## src/rtl/tr_pwm_pkg.sv

```systemverilog
// Shared constants, FSM state type and edge arithmetic for the per-transducer
// pulse generator. The period is 2**CNT_W ticks and CNT_W must be DATA_W+1.
package tr_pwm_pkg;

  localparam int CNT_W  = 9;
  localparam int DATA_W = 8;
  localparam int PERIOD = 1 << CNT_W;

  typedef enum logic [1:0] {
    IDLE,
    ARM,
    RUN
  } state_e;

  typedef struct packed {
    logic [CNT_W-1:0] rise;
    logic [CNT_W-1:0] fall;
  } edges_t;

  // Center sits at 2*phase; duty is zero-extended so the width is 2*duty ticks.
  function automatic edges_t edge_calc(input logic [DATA_W-1:0] duty,
                                       input logic [DATA_W-1:0] phase);
    edges_t           e;
    logic [CNT_W-1:0] center;
    logic [CNT_W-1:0] half;
    center = {phase, 1'b0};
    half   = {1'b0, duty};
    e.rise = center - half;
    e.fall = center + half;
    return e;
  endfunction

endpackage

```

## src/rtl/tr_pwm_if.sv

```systemverilog
// Duty/phase stream and period-counter bundle feeding one pulse generator,
// plus its drive and armed outputs.
interface tr_pwm_if;
  import tr_pwm_pkg::*;

  logic [CNT_W-1:0]  time_cnt;
  logic              update;
  logic [DATA_W-1:0] duty;
  logic [DATA_W-1:0] phase;
  logic              pwm_out;
  logic              armed;

  modport master (
    output time_cnt, update, duty, phase,
    input  pwm_out, armed
  );

  modport slave (
    input  time_cnt, update, duty, phase,
    output pwm_out, armed
  );

endinterface

```

## src/rtl/tr_pwm_slew.sv

```systemverilog
// Rate limiter for duty/phase: each UPDATE moves the held values one step toward
// the targets (phase along the shorter circular path). Used with TR_PWM_SLEW_EN.
module tr_pwm_slew
  import tr_pwm_pkg::*;
(
  input  logic              clk_i,
  input  logic              rst_n_i,
  input  logic              update_i,
  input  logic [DATA_W-1:0] duty_i,
  input  logic [DATA_W-1:0] phase_i,
  output logic [DATA_W-1:0] duty_nxt_o,
  output logic [DATA_W-1:0] phase_nxt_o
);

  logic [DATA_W-1:0] duty_cur_q, duty_cur_d;
  logic [DATA_W-1:0] phase_cur_q, phase_cur_d;
  logic [DATA_W-1:0] phase_diff;

  always_comb begin
    duty_cur_d  = duty_cur_q;
    phase_cur_d = phase_cur_q;
    phase_diff  = phase_i - phase_cur_q;
    if (duty_i > duty_cur_q) begin
      duty_cur_d = duty_cur_q + 1'b1;
    end else if (duty_i < duty_cur_q) begin
      duty_cur_d = duty_cur_q - 1'b1;
    end
    // Upper half of the modular difference means going backwards is shorter.
    if (phase_diff != '0) begin
      phase_cur_d = phase_diff[DATA_W-1] ? phase_cur_q - 1'b1 : phase_cur_q + 1'b1;
    end
  end

  always_ff @(posedge clk_i or negedge rst_n_i) begin
    if (!rst_n_i) begin
      duty_cur_q  <= '0;
      phase_cur_q <= '0;
    end else if (update_i) begin
      duty_cur_q  <= duty_cur_d;
      phase_cur_q <= phase_cur_d;
    end
  end

  assign duty_nxt_o  = duty_cur_d;
  assign phase_nxt_o = phase_cur_d;

endmodule

```

## src/rtl/tr_pwm_gen.sv

```systemverilog
// Center-aligned drive pulse generator for one transducer. Define TR_PWM_SLEW_EN
// to rate-limit duty/phase changes through tr_pwm_slew.
module tr_pwm_gen
  import tr_pwm_pkg::*;
(
  input  logic     clk_i,
  input  logic     rst_n_i,
  tr_pwm_if.slave  bus
);

  state_e           state_q, state_d;
  logic [CNT_W-1:0] rise_q, fall_q;
  logic             pwm_q, pwm_d;
  logic             in_win;
  edges_t           edges_d;

`ifdef TR_PWM_SLEW_EN
  logic [DATA_W-1:0] duty_nxt;
  logic [DATA_W-1:0] phase_nxt;

  tr_pwm_slew u_slew (
    .clk_i       (clk_i),
    .rst_n_i     (rst_n_i),
    .update_i    (bus.update),
    .duty_i      (bus.duty),
    .phase_i     (bus.phase),
    .duty_nxt_o  (duty_nxt),
    .phase_nxt_o (phase_nxt)
  );

  assign edges_d = edge_calc(duty_nxt, phase_nxt);
`else
  assign edges_d = edge_calc(bus.duty, bus.phase);
`endif

  // Equal edges only happen at zero duty, which must stay dark.
  always_comb begin
    in_win = 1'b0;
    if (rise_q < fall_q) begin
      in_win = (bus.time_cnt >= rise_q) && (bus.time_cnt < fall_q);
    end else if (rise_q > fall_q) begin
      in_win = (bus.time_cnt >= rise_q) || (bus.time_cnt < fall_q);
    end
  end

  always_comb begin
    state_d = state_q;
    pwm_d   = 1'b0;
    unique case (state_q)
      IDLE: if (bus.update) state_d = ARM;
      ARM:  state_d = RUN;
      RUN:  pwm_d = in_win;
      default: state_d = IDLE;
    endcase
  end

  always_ff @(posedge clk_i or negedge rst_n_i) begin
    if (!rst_n_i) begin
      state_q <= IDLE;
      pwm_q   <= 1'b0;
      rise_q  <= '0;
      fall_q  <= '0;
    end else begin
      state_q <= state_d;
      pwm_q   <= pwm_d;
      if (bus.update) begin
        rise_q <= edges_d.rise;
        fall_q <= edges_d.fall;
      end
    end
  end

  assign bus.pwm_out = pwm_q;
  assign bus.armed   = (state_q != IDLE);

endmodule

```

## src/flat_wrapper.sv

```systemverilog
// flat-port wrapper written by rule: the top's interface ports become plain ports
module tr_pwm_gen_flat import tr_pwm_pkg::*;
  (clk_i, rst_n_i, bus_time_cnt, bus_update, bus_duty, bus_phase, bus_pwm_out, bus_armed);
  tr_pwm_if bus_i ();
  input  logic clk_i;
  input  logic rst_n_i;
  input wire logic [$bits(bus_i.time_cnt)-1:0] bus_time_cnt;
  input wire logic [$bits(bus_i.update)-1:0] bus_update;
  input wire logic [$bits(bus_i.duty)-1:0] bus_duty;
  input wire logic [$bits(bus_i.phase)-1:0] bus_phase;
  output wire logic [$bits(bus_i.pwm_out)-1:0] bus_pwm_out;
  output wire logic [$bits(bus_i.armed)-1:0] bus_armed;
  assign bus_i.time_cnt = bus_time_cnt;
  assign bus_i.update = bus_update;
  assign bus_i.duty = bus_duty;
  assign bus_i.phase = bus_phase;
  assign bus_pwm_out = bus_i.pwm_out;
  assign bus_armed = bus_i.armed;
  tr_pwm_gen u_core (.clk_i(clk_i), .rst_n_i(rst_n_i), .bus(bus_i));
endmodule
```

## config.mk

```make
export PLATFORM = sky130hd
export DESIGN_NAME = tr_pwm_gen_flat
export DESIGN_NICKNAME = d
export VERILOG_FILES = /design/src/rtl/tr_pwm_pkg.sv /design/src/rtl/tr_pwm_if.sv /design/src/rtl/tr_pwm_slew.sv /design/src/rtl/tr_pwm_gen.sv /design/src/flat_wrapper.sv
export SDC_FILE = /design/constraint.sdc
export NUM_CORES = 1
export LEC_CHECK = 0
export ABC_AREA = 1
export CORE_ASPECT_RATIO = 1.4
export CORE_MARGIN = 1
export CORE_UTILIZATION = 25
export DETAILED_ROUTE_END_ITERATION = 7
export MAX_ROUTING_LAYER = met4
export PLACE_DENSITY_LB_ADDON = 0.12
export SYNTH_ARGS = -nofsm -noshare
export SYNTH_HDL_FRONTEND = slang
export SYNTH_SLANG_ARGS = --single-unit
```

## constraint.sdc

```tcl
create_clock -name clk_i -period 1.3 [get_ports clk_i]
set_clock_uncertainty 0.05 [all_clocks]
set_input_delay 0.13 -clock clk_i [delete_from_list [all_inputs] [get_ports clk_i]]
set_output_delay 0.13 -clock clk_i [all_outputs]
set_load 0.02 [all_outputs]
```

== Word level (Yosys, flattened, before mapping) ==
Cells that the tools add are included.
Word-level totals
  flip-flop bits (word level): 21
  latch bits: 0
  bits in writable memories: 0
  ROM bits: 0
  word-level logic and storage cells: 24
  memories: 0
Operators by class
  $add $sub $neg: 2
  multipliers: 0
  div/mod/pow operators: 0
  order comparisons: 4
  eq/ne operators: 3
  shift-type cells: 0
  muxes and demuxes: 5
  bitwise gates (word level): 1
  reduce and logical (&&, ||, !) cells: 5
Operators with widths (count)
  9-bit less-than comparator: 2
  9-bit by 8-bit adder with 9-bit output: 1
  9-bit greater-or-equal comparator: 1
  9-bit > comparator: 1
  9-bit by 8-bit subtractor with 9-bit output: 1
  2-bit case mux with 3 select lines: 1
  1-bit 2-to-1 mux: 3
  2-bit by 1-bit == test with 1-bit output, second input constant: 1
  2-bit == test, second input constant: 1
  2-bit zero test: 1
  2-bit 2-to-1 mux: 1
  2-bit inequality test, second input constant: 1
  2-bit AND reduction: 1
  2-bit nonzero test: 1
  1-bit logical AND: 1
  1-bit logical OR: 1
  1-bit NOT: 1

== Logic depth before layout (Yosys ltp) ==
  depth in word-level cells: 5
  mapped depth: 12
  mapped depth without buffers: 12

== Least setup slack after synthesis ==
Ideal clock, no wire load.
  kind: register -> register
  from: register u_core.rise_q[8]
  to: register u_core.pwm_q, in the netlist u_core.bus.pwm_out
  library setup time: 0.119 ns
  arrival time: 1.211 ns
  data required time: 1.131 ns
  slack: -0.080 ns
  stages on the path, launching flop included: 11
  path buffers: 0
  period minus slack after synthesis: 1.380 ns
  cell sequence: dfrtp_1 -> inv_1 -> ha_1 -> nand2_1 -> inv_1 -> a21oi_1 -> nand3_1 -> nor2_1 -> nand3_1 -> nand2_1 -> nor2_1
On the way
  word-level cells in the longest chain between the ends: 5
RTL lines
  start: declaration: line tr_pwm_gen.sv:12  | logic [CNT_W-1:0] rise_q, fall_q;
  start signal: assignment: line tr_pwm_gen.sv:67  | rise_q <= edges_d.rise;
  9-bit greater-or-equal comparator: line tr_pwm_gen.sv:40, tr_pwm_gen.sv:42
  1-bit logical OR: line tr_pwm_gen.sv:42  | in_win = (bus.time_cnt >= rise_q) || (bus.time_cnt < fall_q);
  1-bit 2-to-1 mux: line tr_pwm_gen.sv:41  | end else if (rise_q > fall_q) begin
  1-bit 2-to-1 mux *: line tr_pwm_gen.sv:39  | if (rise_q < fall_q) begin
  1-bit 2-to-1 mux *: line tr_pwm_gen.sv:49  | unique case (state_q)
  named net u_core.pwm_d: line tr_pwm_gen.sv:13  | logic pwm_q, pwm_d;
  end signal: assignment: line tr_pwm_gen.sv:65  | pwm_q <= pwm_d;
  end: declaration: line tr_pwm_gen.sv:13
The timed path passes the listed nets; every way through them passes the cells marked *.
A chain may end at the register's enable or synchronous reset.

== Worst setup path after layout ==
  from: register u_core.rise_q[6]
  to: register u_core.pwm_q, in the netlist u_core.bus.pwm_out
The elaborated chain is that of the path after synthesis.

==> flow_summary_export.csv <==
group,metric,value,unit
critical_path,slowest_delay,410,ps
floorplan,initial_core_util,25.9,%
critical_path,cp_max_fo,3,
status,status,"finished with violations",
floorplan,die_w,79.9,um
status,violations,"negative setup slack",
sta,fmax,675,MHz
clock_network,cts.sinks,20,
worst_hold_path,hp-class,"in2async",
clock_network,cts_max_path_buffers,2,
synthesis,ys_seq_area_share,23.6,%
drt,wl_per_cell,11.8,um
critical_path,cp_cell_sequence,"inv_2, ha_4, nand2_2, nand2_2, a21oi_4, nand3_2, nor2_2, nand3_1, nand2_1, nor2_1",
critical_path,cp.arrival,1570,ps
clock_network,clk_pin_slew_worst_paths,60,ps
critical_path,worstPathRequired,1390,ps
sta,period_needed,1480,ps
sta,setup_viol,1,
clock_network,tritoncts,"yes",
pwr,internal_power,2040,uW
pwr,ir_drop,450,uV
global_routing,grt_usage,13.2,%
critical_path,ff2ff_setup_slack,-180,ps
global_routing,overflow,0,
finish,layout-drive-gt1-share,43.7,%
pwr,swShare,37.3,%
critical_path,rr_worst_depth,10,
sta,slew_violations,0,
critical_path,crit_path_end_kind,"flip-flop",
critical_path,cpMostUsedCell,"nand2_2",
critical_path,startpoint_type,"flip-flop",
clock_network,h-tree-depth,1,
drt,num_vias,2058,
global_routing,first_global_vias,2042,
synthesis,post_synth_num_cell_types,27,
sta,tightest_slew,264,ps
clock_network,cts_root_buf,"clkbuf_16",
clock_network,cts_buffers,3,
synthesis,syn_area_per_cell,7.19,um2
critical_path,r2r_end,"u_core.bus.pwm_out",
pwr,total_leakage_power,0.00170,uW
placed_design,gp_congestion,0.807,
drt,ant_nets,0,
finish,postLayoutCellArea,0.00333,mm2
critical_path,crit_path_top_delay_cell,"dfrtp_1",
finish,nFillCells,858,
finish,fin_nets,443,
global_routing,grt_antenna_before_repair,0,
run,max_cap_violations,0,
floorplan,dieArea,0.00887,mm2
synthesis,yosysWarnings,0,
synthesis,synth-seq-cells,20,
placed_design,place.detailed.hpwl,4420,um
pwr,p_per_area,977,mW/mm2
clock_network,clk_latency,250,ps
clock_network,cts_hold_buf,0,
global_routing,grt_pass1_wl,8940,um
global_routing,grt_max_degree,21,
sta,hold_viol,0,
sta,setup_tns,-181,ps
drt,via_per_inst,4.33,
placed_design,io_buffers,29,
placed_design,place_area,0.00282,mm2
finish,areaGrowthSynthToFinish,57.1,%
drt,post-route-drc-count,0,
drt,firstDrtPassIters,4,
critical_path,worst-path-buf-inv,1,
synthesis,synth_fp_nets,364,
sta,slew_headroom,82.4,%
sta,setup_ws,-181,ps
critical_path,path_class,"reg2reg",
finish,diodes,0,
finish,final_core_util,40.7,%
drt,initialDrtViolationCount,66,
critical_path,critPathTopFamily,"simple AND/OR/NAND/NOR gates",
pwr,switching_power,1220,uW
synthesis,syn_area,0.00212,mm2
floorplan,die_h,111,um
pwr,pwr-share-seq,24.9,%
sta,rsz0062_at_grt,"yes",
finish,final_cells,475,
floorplan,io_pins,30,
sta,period_share,114,%
floorplan,design.core.area,0.00820,mm2
floorplan,rows,39,
placed_design,place_inst,462,
critical_path,rr_startpoint,"u_core.rise_q[6]",
pwr,pwr-share-clk,21.4,%
drt,drt-total-wl,5590,um
synthesis,netlist_instances,295,
placed_design,place_ws,-712,ps
pwr,combPwrFrac,53.8,%
-- stage by stage --
step | power (uW) | hold slack, ps
2_1_floorplan | 1640 | -216
4_1_cts | 3020 | 185
3_3_place_gp | 2190 | 403
5_1_grt | 3530 | 201
3_5_place_dp | 2210 | 422
6_report | 3260 | 167
-- power groups by stage --
stage | clock (uW) | combinational [uW] | sequential [uW]
2_1_floorplan | 0 | 826 | 817
3_3_place_gp | 0 | 1380 | 813
3_5_place_dp | 0 | 1400 | 813
4_1_cts | 714 | 1500 | 807
5_1_grt | 740 | 1960 | 826
6_report | 696 | 1750 | 809
-- repair_timing --
| action | in CTS | in global routing |
|---|---|---|
| endpoints found under the setup margin | 18 | 11 |
| pin swaps | 17 | 42 |
| setup buffers | 2 | 7 |
| gates resized for setup | 70 | 72 |
| endpoints found under the hold margin | 0 | 0 |
-- routing by layer --
metal	GRT usage, %	wire length [um]	vias to the layer above
li1	-	-	1107
met1	15.0	2420	928
met2	24.2	3050	21
met3	0.741	65	2
met4	3.93	54	0
met5	-	0	-
-- layout by cell type, fill, tap and decap left out, types with 2 or more instances in the layout --
| master | n |
|---|---|
| fa_2 | 2 |
| nor3_2 | 2 |
| nand3_2 | 8 |
| nor2_2 | 4 |
| a21oi_2 | 9 |
| ha_4 | 17 |
| clkdlybuf4s50_1 | 8 |
| nor2_1 | 11 |
| ha_1 | 22 |
| o21ai_1 | 8 |
| inv_2 | 27 |
| o21a_1 | 2 |
| nand2_1 | 51 |
| nand3_1 | 15 |
| nand4_1 | 5 |
| o22ai_1 | 2 |
| xor2_1 | 2 |
| a21oi_1 | 9 |
| nand2_4 | 4 |
| dlygate4sd2_1 | 7 |
| o21ai_0 | 10 |
| nand2_2 | 14 |
| inv_1 | 31 |
| nor2_4 | 4 |
| dfrtp_1 | 20 |
| buf_4 | 51 |
| a21oi_4 | 2 |
| clkbuf_2 | 7 |
| a21o_1 | 3 |
| dlymetal6s2s_1 | 2 |
| clkdlybuf4s15_1 | 2 |
| clkbuf_16 | 3 |
-- cells by family (layout without fill, tap and decap cells) --
group / Yosys count / count (layout) / synth area share (%)
flip-flops: 20 / 20 / 23.6
buffers and inverters: 64 / 142 / 12.9
XOR/XNOR: 3 / 3 / 1.24
AND/OR/NAND/NOR: 118 / 118 / 23.5
adder cells (fa/ha/maj): 41 / 41 / 24.9
AO/OA/AOI/OAI: 49 / 49 / 13.9
-- cell usage after synthesis --
| library cell | count | area share [%] |
|---|---|---|
| a21o_1 | 3 | 1.1 |
| inv_2 | 3 | 0.53 |
| xor2_1 | 3 | 1.2 |
| dfrtp_1 | 20 | 24 |
| o211ai_2 | 1 | 0.59 |
| a21oi_4 | 1 | 0.77 |
| nor2_1 | 18 | 3.2 |
| nor3_1 | 2 | 0.47 |
| o21ai_1 | 6 | 1.4 |
| nand4_1 | 5 | 1.5 |
| a21oi_2 | 1 | 0.41 |
| ha_1 | 39 | 23 |
| a21oi_1 | 18 | 4.2 |
| o21a_1 | 2 | 0.71 |
| nand2_2 | 2 | 0.59 |
| o21ai_2 | 1 | 0.41 |
| buf_4 | 1 | 0.35 |
| nand3_1 | 23 | 5.4 |
| a21boi_2 | 1 | 0.53 |
| clkbuf_1 | 1 | 0.18 |
| buf_6 | 4 | 2.1 |
| fa_1 | 2 | 1.9 |
| o22ai_1 | 3 | 0.88 |
| o21ai_0 | 12 | 2.8 |
| nand2_1 | 67 | 12 |
| inv_1 | 55 | 9.7 |
| nor2_4 | 1 | 0.53 |
-- final cells by class --
type	count	area, um2	area share (%)
inverter	58	218	6.53
clock buffer	4	88.8	2.67
multi-input combinational	211	1760	52.9
timing repair buffer	80	636	19.1
tap	102	128	3.83
sequential	20	500	15.0
-- worst reg2reg max path: cells and delay by family, from the launching register on --
kind                       cells  cell delay [ps]
and+or+nand+nor                7              480
DFF                            1              410
AOI/OAI and AO/OA              1              140
adders and majority gates      1              210
buffers and inverters          1               90
-- worst max path at each step --
stage | depth (start not counted) | end | start | slack, ps
after floorplan | 8 | u_core.bus.pwm_out | u_core.rise_q[6] | -60
after global placement | 11 | u_core.rise_q[6] | bus_phase[0] | -690
after detailed placement | 11 | u_core.rise_q[6] | bus_phase[0] | -710
after CTS | 10 | u_core.bus.pwm_out | u_core.rise_q[6] | -200
after global routing | 10 | u_core.bus.pwm_out | u_core.rise_q[4] | -300
final | 10 | u_core.bus.pwm_out | u_core.rise_q[6] | -180
-- sequential cells by signal (all words and copies together) (netlist names) --
| register | count |
|---|---|
| u_core.rise_q | 8 |
| u_core.bus.pwm_out | 1 |
| u_core.fall_q | 9 |
| u_core.state_q | 2 |
(Power assumes the default switching activity.)
